File: config.mk
export PLATFORM = sky130hd
export DESIGN_NAME = uart_tx_periph
export DESIGN_NICKNAME = d
export VERILOG_FILES = /design/src/rtl/uart_tx_periph.sv
export SDC_FILE = /design/constraint.sdc
export NUM_CORES = 1
export LEC_CHECK = 0
export BUFFER_PORTS_ARGS = -buffer_cell sky130_fd_sc_hd__buf_2
export CELL_PAD_IN_SITES_DETAIL_PLACEMENT = 0
export CELL_PAD_IN_SITES_GLOBAL_PLACEMENT = 1
export CORE_MARGIN = 4
export CORE_UTILIZATION = 30
export CTS_CLUSTER_SIZE = 25
export DETAILED_ROUTE_END_ITERATION = 16
export PLACE_DENSITY_LB_ADDON = 0.1
export SYNTH_ARGS = -nofsm -noshare
export SYNTH_HDL_FRONTEND = slang
export SYNTH_SLANG_ARGS = --single-unit
File: constraint.sdc
create_clock -name clk_i -period 4.1 [get_ports clk_i]
set_clock_uncertainty 0.15 [all_clocks]
set_input_delay 0.615 -clock clk_i [delete_from_list [all_inputs] [get_ports clk_i]]
set_output_delay 0.615 -clock clk_i [all_outputs]
set_load 0.02 [all_outputs]
File: src/rtl/uart_tx_periph.sv
// Memory-mapped 8N1 UART transmitter with a TX FIFO; read data registered one cycle after the strobe.
// No backpressure: pushes into a full FIFO are dropped and flagged in the sticky overflow bit.
module uart_tx_periph #(
    parameter int unsigned     XLEN       = 32,
    parameter logic [XLEN-1:0] BASE_ADDR  = 32'hA000_0000,
    parameter int unsigned     BAUD_DIV   = 868,
    parameter int unsigned     FIFO_DEPTH = 16
) (
    input  logic            clk_i,
    input  logic            resetn_i,
    input  logic [XLEN-1:0] mem_addr_i,
    input  logic            mem_read_en_i,
    output logic [XLEN-1:0] mem_read_data_o,
    input  logic            mem_write_en_i,
    input  logic [XLEN-1:0] mem_write_data_i,
    output logic            uart_tx_o,
    output logic            tx_busy_o
);

    localparam int unsigned AW = $clog2(FIFO_DEPTH);
    localparam int unsigned CW = AW + 1;
    localparam int unsigned BW = (BAUD_DIV > 1) ? $clog2(BAUD_DIV) : 1;
    localparam logic [BW-1:0] BAUD_LAST = BW'(BAUD_DIV - 1);
    localparam logic [CW-1:0] COUNT_FULL = CW'(FIFO_DEPTH);

    localparam logic [1:0] OFF_CTRL   = 2'd0;
    localparam logic [1:0] OFF_DATA   = 2'd1;
    localparam logic [1:0] OFF_STATUS = 2'd2;

    typedef enum logic [1:0] {
        S_IDLE  = 2'd0,
        S_START = 2'd1,
        S_DATA  = 2'd2,
        S_STOP  = 2'd3
    } state_t;

    // Register file and FIFO state
    logic            r_tx_en;
    logic [7:0]      r_mem [FIFO_DEPTH];
    logic [AW-1:0]   r_wr_ptr;
    logic [AW-1:0]   r_rd_ptr;
    logic [CW-1:0]   r_count;
    logic            r_overflow;
    logic [XLEN-1:0] r_rdata;

    // Serializer state
    state_t          r_state;
    logic [BW-1:0]   r_baud;
    logic [2:0]      r_bit;
    logic [7:0]      r_shift;
    logic            r_tx;

    logic            w_sel;
    logic [1:0]      w_off;
    logic            w_wr;
    logic            w_rd;
    logic            w_ctrl_wr;
    logic            w_clr;
    logic            w_push;
    logic            w_push_ok;
    logic            w_pop;
    logic            w_full;
    logic            w_empty;
    logic            w_busy;
    logic            w_baud_end;
    logic [XLEN-1:0] w_status;
    logic [XLEN-1:0] w_rd_val;
    logic            w_unused_bits;

    assign w_sel      = (mem_addr_i[XLEN-1:4] == BASE_ADDR[XLEN-1:4]);
    assign w_off      = mem_addr_i[3:2];
    assign w_wr       = mem_write_en_i && w_sel;
    assign w_rd       = mem_read_en_i && w_sel;
    assign w_ctrl_wr  = w_wr && (w_off == OFF_CTRL);
    assign w_clr      = w_ctrl_wr && mem_write_data_i[1];
    assign w_push     = w_wr && (w_off == OFF_DATA);

    assign w_full     = (r_count == COUNT_FULL);
    assign w_empty    = (r_count == '0);
    assign w_busy     = (r_state != S_IDLE);
    assign w_baud_end = (r_baud == BAUD_LAST);

    // Fullness is judged before any same-cycle pop; a clear overrides both sides.
    assign w_push_ok  = w_push && !w_full && !w_clr;
    assign w_pop      = (r_state == S_IDLE) && r_tx_en && !w_empty && !w_clr;

    assign w_unused_bits = ^{mem_addr_i[1:0], mem_write_data_i[XLEN-1:8]};

    always_comb begin
        w_status           = '0;
        w_status[0]        = w_busy;
        w_status[1]        = w_full;
        w_status[2]        = w_empty;
        w_status[3]        = r_overflow;
        w_status[8 +: CW]  = r_count;
    end

    always_comb begin
        w_rd_val = '0;
        case (w_off)
            OFF_CTRL:   w_rd_val[0] = r_tx_en;
            OFF_STATUS: w_rd_val    = w_status;
            default:    w_rd_val    = '0;
        endcase
    end

    always_ff @(posedge clk_i) begin
        if (w_push_ok) begin
            r_mem[r_wr_ptr] <= mem_write_data_i[7:0];
        end
    end

    always_ff @(posedge clk_i) begin
        if (!resetn_i) begin
            r_tx_en    <= 1'b0;
            r_wr_ptr   <= '0;
            r_rd_ptr   <= '0;
            r_count    <= '0;
            r_overflow <= 1'b0;
            r_rdata    <= '0;
        end else begin
            if (w_ctrl_wr) begin
                r_tx_en <= mem_write_data_i[0];
            end

            if (w_clr) begin
                r_wr_ptr   <= '0;
                r_rd_ptr   <= '0;
                r_count    <= '0;
                r_overflow <= 1'b0;
            end else begin
                if (w_push_ok) begin
                    r_wr_ptr <= r_wr_ptr + AW'(1);
                end
                if (w_pop) begin
                    r_rd_ptr <= r_rd_ptr + AW'(1);
                end
                if (w_push && w_full) begin
                    r_overflow <= 1'b1;
                end
                case ({w_push_ok, w_pop})
                    2'b10:   r_count <= r_count + CW'(1);
                    2'b01:   r_count <= r_count - CW'(1);
                    default: r_count <= r_count;
                endcase
            end

            // Sampled before this edge's write lands, so a same-cycle write reads old data.
            r_rdata <= w_rd ? w_rd_val : '0;
        end
    end

    always_ff @(posedge clk_i) begin
        if (!resetn_i) begin
            r_state <= S_IDLE;
            r_baud  <= '0;
            r_bit   <= '0;
            r_shift <= '0;
            r_tx    <= 1'b1;
        end else begin
            case (r_state)
                S_IDLE: begin
                    r_tx   <= 1'b1;
                    r_baud <= '0;
                    r_bit  <= '0;
                    if (w_pop) begin
                        r_shift <= r_mem[r_rd_ptr];
                        r_tx    <= 1'b0;
                        r_state <= S_START;
                    end
                end
                S_START: begin
                    if (w_baud_end) begin
                        r_baud  <= '0;
                        r_bit   <= '0;
                        r_tx    <= r_shift[0];
                        r_state <= S_DATA;
                    end else begin
                        r_baud <= r_baud + BW'(1);
                    end
                end
                S_DATA: begin
                    if (w_baud_end) begin
                        r_baud <= '0;
                        if (r_bit == 3'd7) begin
                            r_tx    <= 1'b1;
                            r_state <= S_STOP;
                        end else begin
                            r_bit   <= r_bit + 3'd1;
                            r_shift <= {1'b0, r_shift[7:1]};
                            r_tx    <= r_shift[1];
                        end
                    end else begin
                        r_baud <= r_baud + BW'(1);
                    end
                end
                S_STOP: begin
                    if (w_baud_end) begin
                        r_baud  <= '0;
                        r_state <= S_IDLE;
                    end else begin
                        r_baud <= r_baud + BW'(1);
                    end
                end
                default: begin
                    r_state <= S_IDLE;
                    r_tx    <= 1'b1;
                end
            endcase
        end
    end

    assign mem_read_data_o = r_rdata;
    assign uart_tx_o       = r_tx;
    assign tx_busy_o       = w_busy;

endmodule

==> results of run 1 <==
[worst paths after layout]
check | start | to | slack (ns) | cells past startpoint
max | mem_addr_i[19] | r_count[4] | 0.69 | 15
min | r_overflow | r_overflow | 0.32 | 1
max reg2reg | r_count[0] | r_count[4] | 0.70 | 14
min reg2reg | r_overflow | r_overflow | 0.32 | 1
[where the power goes]
group	switching [W]	internal, W
logic	0.0000720	0.0000309
registers	0.00000722	0.00195
clock network	0.000743	0.000810
[critical path, cell delays in order]
cell	delay, ns
buf_2	0.09
nor4_1	0.43
nand2_1	0.19
nor4_2	0.48
inv_2	0.08
ha_1	0.27
xor2_1	0.16
ha_1	0.20
o21a_1	0.17
o21ai_0	0.21
a211oi_1	0.09
buf_4	0.16
and4_1	0.18
nor4_1	0.15
nand2_1	0.07
[synth_stat cells, types with 8 or more instances]
library cell  count  area share, %
nor4_1           10           0.81
o21ai_0          13           0.84
nor3_1           13           0.84
buf_4            23            2.2
dfxtp_1          52             13
clkbuf_1         16           0.77
nand2_1          21            1.0
nor2_1           41            2.0
nand3_1          11           0.71
mux4_2           33            9.6
ha_1             15            2.4
a221oi_1          8           0.90
and3_1           10           0.81
edfxtp_1        128             50
inv_1             9           0.44
mux2i_1          12            1.5
a21oi_1          12           0.77
xor2_1           12            1.4
[metal layers]
layer,vias to the layer above,track usage (%),share of wire [%]
met4,0,3.21,1.0
li1,2170,-,-
met5,-,0,0
met1,2301,17.4,48
met2,58,20.1,48
met3,9,2.57,2.7
[final cells by class]
| type | instances | area [sq um] |
|---|---|---|
| Fill cell | 2475 | 16300 |
| Sequential cell | 180 | 4890 |
| Multi-Input combinational cell | 316 | 2620 |
| Timing Repair Buffer | 87 | 523 |
| Clock buffer | 18 | 429 |
| Tap cell | 330 | 413 |
| Clock inverter | 14 | 135 |
| Inverter | 10 | 37.5 |
[kinds of logic after synthesis]
kind of cell,Yosys count
compound gates,63
xor+xnor,15
fa+ha+maj,15
buf+inv,62
flops,180
mux,52
other cells,1
simple gates,148
[sequential cells by signal (all words and copies together), names as in the netlist, 2 cells and up, named ones only]
name and cells:
r_mem 128, r_baud 10, mem_read_data_o 9, r_shift 8
r_count 5, r_rd_ptr 4, r_wr_ptr 4, r_bit 3
r_state 2
[stage by stage]
stage               hold slack, ns  worst slack [ns]  instance area [sq um]  cells  power [W]
floorplan                    0.276             0.243                   7840    558    0.00206
global placement             0.294             0.336                   8480    923    0.00209
detailed placement           0.303             0.258                   8480    923    0.00210
CTS                          0.319             0.651                   9040    955    0.00367
global route                 0.348             0.340                   9040    955    0.00375
finish                       0.316             0.687                   9040    955    0.00361
==> metrics, run 1 <==
adder-cell area share of the yosys netlist=around 2.4%; post-synthesis xor/xnor area fraction=1.69%; most common cell after layout, fill and taps aside=edfxtp_1; Via density=roughly 4.8; CP endpoint kind=flip-flop; Core Util, Final=a little over a third; H-tree levels=4; mux contribution to synthesized area=12.1%; Most used DFF post-synth=edfxtp_1; post-synthesis sequential area ratio=between 60% and 70%; Slew headroom=between 30% and 40%; unrepaired setup endpoints after global routing=no; Mapped Avg Cell Area=14.5 sq um; outcome=finished clean; Root Buffer=clkbuf_16; Compound-Gate Fraction of Synth Area=around 6.0%; CTS tree=yes; Core ar.=25300 sq um; worst skew pair latency=approximately 0.42 ns; TritonRoute pass-1 iters=4; WL/cell=18.0 um; Post-CTS Setup Repair Bufs=0; area grow syn2layout=16.5%; Critical Path AT=3.57 ns; Post-synth EDFFs=~130; Routed WL=roughly 17000 um; num rows=58; IO Count=102; Reg clk slew, reported paths=0.07 ns; Final min period=3.41 ns; TNS Setup=0 ns; vias=between 4000 and 5000; Worst-Margin Slew=0.994 ns; Final nets=695; Warnings, synthesis=0; antenna violations before repair=1; count of pins over their slew limit=0; Post-Syn Area=7760 sq um; vias in the first global route=4724; Leak=~3.1 nW; GRT overflow=0; CTS buffer count=17; commonest non-fill, non-tap cells in the layout=128 x edfxtp_1, 52 x buf_2, 51 x dfxtp_1; global-route wire length before repair=27100 um; Die X=169 um; Post-Synth Simple-Gate Area=about a tenth; Max rail drop VDD=between 0.3 and 0.4 mV; power per cell area=399 nW/um^2; number of port buffers=52; CTS sink count=180; Hold Crit Class=flip-flop to flip-flop; # resized after CTS=0; FFs w/ async S/R, synth=0%; number of library cell types mapped by synthesis=61; Total GRT Usage=12.5%; Final setup viols=0; cell count after synthesis=536; Max Cap Violations=0; Setup CP Type=input pin to flip-flop; Crit path required time=4.25 ns; drt initial violations=283; largest net degree at the start of global routing=33; Die ar.=28500 sq um; share of cells above drive strength 1=27.5%; Fmax=0.293 GHz; Initial Utilization=30.6%; largest family of logic cells by synthesized area=multiplexers; Critical Path Fanout Max=4; Antenna Nets Post-Route=0; Die H=169 um; hold-fix buffers at CTS=0; n_diodes=0; synthesized flop and latch total=between 150 and 200; CP startpoint kind=input pin; Final period util=between 80 and 90%; RD Place Congestion=0.732; drt drc=0; Final Hold Fails=0; post-DP HPWL=11600 um; Clock Path Buffers=2
(Power assumes the default switching activity.)
==> run 2: changes to the inputs <==
- ABC_AREA: unset -> 1
- clock period: 4.1 -> 3.1 ns (I/O delays scaled with it)
==> run 2 against run 1 <==
Sequential power increased by 35%. Combinational power increased to 3.7 times the previous value. Sequential cell count unchanged. Register-to-register slack got worse by 0.28 ns. Cell area decreased by 1.2%. Critical path type is now flip-flop to flip-flop. Critical endpoint unchanged. Largest cell class unchanged. Largest power group unchanged.
==> metrics, run 2 <==
outcome=finished clean; Max rail drop VDD=0.272 mV; sequential fraction of design power=about half; Post-Syn Area=7680 sq um; Warnings, synthesis=0; worst skew pair latency=0.43 ns; Via density=4.72; area grow syn2layout=16.2%; Hold Path Stages=3; Reg clk slew, reported paths=about 0.070 ns; Leak=3.29 nW; Final Hold Fails=0; Post-CTS Setup Repair Bufs=0; share of cells above drive strength 1=16.6%; Placed Cells incl. Taps=1097; Critical Path Fanout Max=5; Post-Layout Cell Count=1129; Final setup viols=0; FFs w/ async S/R, synth=0%; commonest non-fill, non-tap cells in the layout=134 x nor2_1, 128 x edfxtp_1, 79 x o21ai_0; Largest Register=r_mem; post-DP HPWL=around 13000 um; Die H=168 um; CP endpoint kind=flip-flop; Hold Crit Class=input pin to flip-flop; area share of the largest cell type after synthesis=50.0%; max FFs per register=approximately 130; Final nets=869; number of library cell types mapped by synthesis=42; register area=4890 sq um; unrepaired setup endpoints after global routing=no; Crit-path slowest cell=dfxtp_1; Root Buffer=clkbuf_16; Antenna Nets Post-Route=0; synth top area cells=edfxtp_1 50%, dfxtp_1 14%, nor2_1 6.5%; synthesized flop and latch total=180; worst hold slack=0.213 ns; GRT overflow=0; Die ar.=~28000 sq um; Post-synth EDFFs=128; R2R cell count=18; num rows=58; largest net degree at the start of global routing=39; post-synth top area cell=edfxtp_1; power per cell area=571 nW/um^2; Most used DFF post-synth=edfxtp_1; post-synthesis sequential area ratio=between 60% and 70%; most common cell after layout, fill and taps aside=nor2_1; pre-CTS WS=0.202 ns; Core Util, Final=a little over a third; Worst-Margin Slew=0.834 ns; Final min period=2.68 ns; IO Count=between 100 and 150; CTS sink count=180; Comb pwr share=7.5%; most instantiated cells after synthesis=134 x nor2_1, 128 x edfxtp_1, 79 x o21ai_0, 74 x nand2_1, 52 x dfxtp_1; TNS Setup=0 ns; Int Power=between 0.003 and 0.004 W; Routed WL=19500 um; area of the multi-input gates=roughly 2400 sq um; Fmax=0.374 GHz; clock share of power=approximately two fifths; Sw Ratio=25.4%; Total GRT Usage=13.9%; Initial Utilization=30.5%; vias in the first global route=5347; WL/cell=17.3 um; CTS tree=yes; count of pins over their slew limit=0; CP peak stage delay=about 0.33 ns; Max Cap Violations=0; drt drc=0; CP startpoint kind=flip-flop; n_diodes=0; FILL cells=2492; setup ws final=0.423 ns; TritonRoute pass-1 iters=5; Core ar.=25200 sq um; vias=5329; Slew headroom=44.3%; cell with the most instances after synthesis=nor2_1; Mapped Avg Cell Area=10.7 sq um; RD Place Congestion=slightly below 0.8; CTS buffer count=17; Setup CP Type=flip-flop to flip-flop; Crit path required time=3.28 ns; hold-fix buffers at CTS=0; number of port buffers=52; Final period util=86.4%; H-tree levels=4; # resized after CTS=0; drt initial violations=around 360; critical-path cell list=inv_1, ha_1, nand2_1, inv_1, nand2_1, inv_2, nand2_4, inv_1, ha_1, xor2_1, ha_1, inv_1, nand2_1, nand2_1, nand3_1, nand3_1, nand2_1, inv_1; antenna violations before repair=0; cell count after synthesis=715; Die X=168 um; global-route wire length before repair=30300 um; Sw Pwr=around 0.0013 W; Critical Path AT=2.86 ns; Clock Path Buffers=2
-- run 2: kinds of logic (layout without fill, tap and decap cells) --
| group | after synthesis | count (layout) | synth area share [%] |
|---|---|---|---|
| other cells | 1 | 23 | 0.0488 |
| xor+xnor | 8 | 8 | 0.912 |
| compound gates | 157 | 157 | 12.2 |
| buf+inv | 97 | 159 | 5.99 |
| fa+ha+maj | 15 | 15 | 2.44 |
| flops | 180 | 180 | 63.6 |
| simple gates | 257 | 257 | 14.8 |
-- run 2: cell type report --
class / instances / area share (%)
clock buffer: 18 / 4.81
clock inverter: 14 / 1.47
inverter: 47 / 1.98
multi-input combinational: 460 / 27.1
sequential: 180 / 54.7
tap: 330 / 4.62
timing repair buffer: 80 / 5.27
-- run 2: metrics by stage --
step | power, W | instance area [sq um]
after global routing | 0.00530 | 8930
after detailed placement | 0.00308 | 8370
after CTS | 0.00516 | 8930
after global placement | 0.00307 | 8370
final | 0.00510 | 8930
after floorplan | 0.00299 | 7770
-- run 2: power by group through the flow --
stage / Sequential [W] / Clock, W / Combinational, W
2_1_floorplan: 0.00270 / 0 / 0.000290
3_3_place_gp: 0.00269 / 0 / 0.000377
3_5_place_dp: 0.00270 / 0 / 0.000387
4_1_cts: 0.00264 / 0.00213 / 0.000389
5_1_grt: 0.00264 / 0.00223 / 0.000432
6_report: 0.00264 / 0.00207 / 0.000385
-- run 2: worst paths after layout --
check                 from                  to  slack [ns]
max reg2reg     r_state[0]          r_count[4]        0.42
max             r_state[0]          r_count[4]        0.42
min          mem_read_en_i  mem_read_data_o[0]        0.21
min reg2reg     r_overflow  mem_read_data_o[3]        0.29
-- run 2: metal layers --
layer | routed length [um] | global-route usage (%)
met1 | 8980 | 18.4
met2 | 9520 | 23.5
met3 | 809 | 2.91
met4 | 178 | 3.53
met5 | 0 | 0
-- run 2: worst max-delay path: cells and delay by family (launching register included) --
family,cells,cell delay [ns]
xor+xnor,1,0.21
fa+ha+maj,3,0.76
buf+inv,6,0.47
flops,1,0.33
simple gates,8,0.66
==> run 3: changes to the inputs <==
- REMOVE_ABC_BUFFERS: unset -> 1
==> run 3 against run 2 <==
Maximum frequency down 1.3%. Sequential cell count unchanged. Clock-buffer cell count down 1. Global-route usage down 0.18 points. Die area unchanged. Power up 0.67%. Non-clock buffer count down 1. Clock power up 2%. Sequential share of layout area about the same. Utilization about the same. Sequential power about the same. Largest power group unchanged. Highest routed layer unchanged.
==> metrics, run 3 (same netlist as run 2, synthesis figures left out) <==
max FFs per register=128; FILL cells=roughly 2500; vias=~5300; Total GRT Usage=13.8%; GRT overflow=0; Post-DP Area=8360 sq um; # resized after CTS=0; post-DP HPWL=12700 um; Top Usage Layer GRT=met2; met3 Use GR=3.31%; RD Place Congestion=0.784; worst skew pair latency=0.43 ns; CTS tree=yes; Final nets=868; Die X=168 um; TNS Setup=0 ns; CP startpoint kind=flip-flop; Die ar.=about 28000 sq um; Worst-Margin Slew=0.678 ns; count of pins over their slew limit=0; Final min period=roughly 2.7 ns; Slew headroom=~55%; M2 GR Usage=23.8%; hold path start=mem_addr_i[3]; global routing usage on met1=17.3%; Hold Crit Class=input pin to flip-flop; n_diodes=0; CTS sink count=180; Critical R2R Capture=r_count[4]; Clock Path Buffers=2; Sw Ratio=between 20% and 30%; outcome=finished clean; clock share of power=41.1%; WHS Endpoint=r_overflow; Critical Path AT=2.90 ns; hold-fix buffers at CTS=0; Max Cap Violations=0; R2R setup slack=0.39 ns; vias in the first global route=5404; global-route wire length before repair=29900 um; Setup CP Type=flip-flop to flip-flop; unrepaired setup endpoints after global routing=no; Critical Path Fanout Max=5; Post-CTS Setup Repair Bufs=0; number of port buffers=52; Fmax=0.369 GHz; R2R cell count=18; drt drc=0; share of cells above drive strength 1=16.4%; antenna violations before repair=0; Die H=168 um; Comb pwr share=under 10%; TritonRoute pass-1 iters=4; post-route design area=8930 sq um; Final setup viols=0; Leak=roughly 3.3 nW; Routed WL=19200 um; Sw Pwr=between 0.001 and 0.0015 W; Via density=4.67; power per cell area=575 nW/um^2; Crit path required time=3.29 ns; IO Count=around 100; CP endpoint kind=flip-flop; largest net degree at the start of global routing=between 40 and 50; Max rail drop VDD=between 0.2 and 0.3 mV; Int Power=between 0.003 and 0.004 W; area grow syn2layout=16.3%; Antenna Nets Post-Route=0; Largest Register=r_mem; most common cell after layout, fill and taps aside=nor2_1; Hold Path Stages=3; CTS buffer count=17; Initial Utilization=30.5%; drt initial violations=323; Final Hold Fails=0; Reg clk slew, reported paths=0.07 ns; Core ar.=25200 sq um; WL/cell=17.0 um; Final period util=87.5%; RR Startpoint=r_state[0]; Root Buffer=clkbuf_16; H-tree levels=4; commonest non-fill, non-tap cells in the layout=134 x nor2_1, 128 x edfxtp_1, 79 x o21ai_0; sequential fraction of design power=51.5%; num rows=58
==> run 3: cell types whose count changed in the layout (fill, tap and decap cells not counted), sizes merged <==
cell,previous run,this run
inv,57,53
clkinvlp,1,3
buf,80,79
clkbuf,18,17
bufinv,0,1
clkinv,3,5
==> run 3: worst max-delay path: stages, from the launching register on <==
cell and delay, ns:
dfxtp_1 0.34, inv_1 0.10, ha_1 0.33, nand2_1 0.11, inv_1 0.06, nand2_1 0.11
inv_2 0.12, nand2_4 0.09, inv_1 0.10, ha_1 0.27, xor2_1 0.21, ha_1 0.17
inv_1 0.05, nand2_1 0.08, nand2_1 0.07, nand3_1 0.09, nand3_1 0.08, nand2_1 0.07
inv_1 0.03
==> run 3: final cells by class <==
type                       instances  area, sq um  share of cell area, %
tap                              330          413                   4.62
clock buffer                      17          425                   4.76
sequential                       180         4890                   54.7
inverter                          47          176                   1.97
timing repair buffer              79          463                   5.18
multi-input combinational        460         2420                   27.1
clock inverter                    15          149                   1.67
==> run 3: worst max path at each step <==
stage	startpoint	to	slack, ns	cells after the start
3_3_place_gp	mem_addr_i[11]	r_count[4]	0.21	20
3_5_place_dp	mem_addr_i[11]	r_count[4]	0.20	20
5_1_grt	r_state[0]	r_count[4]	0.13	18
2_1_floorplan	flip-flop	r_shift[0]	0.32	7
6_report	r_state[0]	r_count[4]	0.39	18
4_1_cts	r_state[0]	r_count[4]	0.35	18
==> run 3: per-stage QoR <==
stage	setup slack [ns]	power [W]	utilization [%]	instances	hold WS, ns
CTS	0.347	0.00520	35.5	1128	0.191
floorplan	0.318	0.00295	-	687	0.266
detailed placement	0.195	0.00308	33.2	1096	0.288
global route	0.134	0.00536	35.5	1128	0.207
global placement	0.211	0.00307	33.2	1096	0.280
finish	0.389	0.00513	35.5	1128	0.205
==> run 3: power groups by stage <==
stage / Clock, W / Combinational, W / Sequential (W)
after floorplan: 0 / 0.000252 / 0.00270
after global placement: 0 / 0.000378 / 0.00269
after detailed placement: 0 / 0.000385 / 0.00269
after CTS: 0.00218 / 0.000386 / 0.00264
after global routing: 0.00228 / 0.000438 / 0.00265
final: 0.00211 / 0.000383 / 0.00264
==> run 3: layer usage <==
| layer | vias up | wire, um | share of wire [%] |
|---|---|---|---|
| li1 | 2610 | - | - |
| met1 | 2559 | 8770 | 46 |
| met2 | 85 | 9590 | 50 |
| met3 | 15 | 640 | 3.3 |
| met4 | 0 | 202 | 1.1 |
| met5 | - | 0 | 0 |
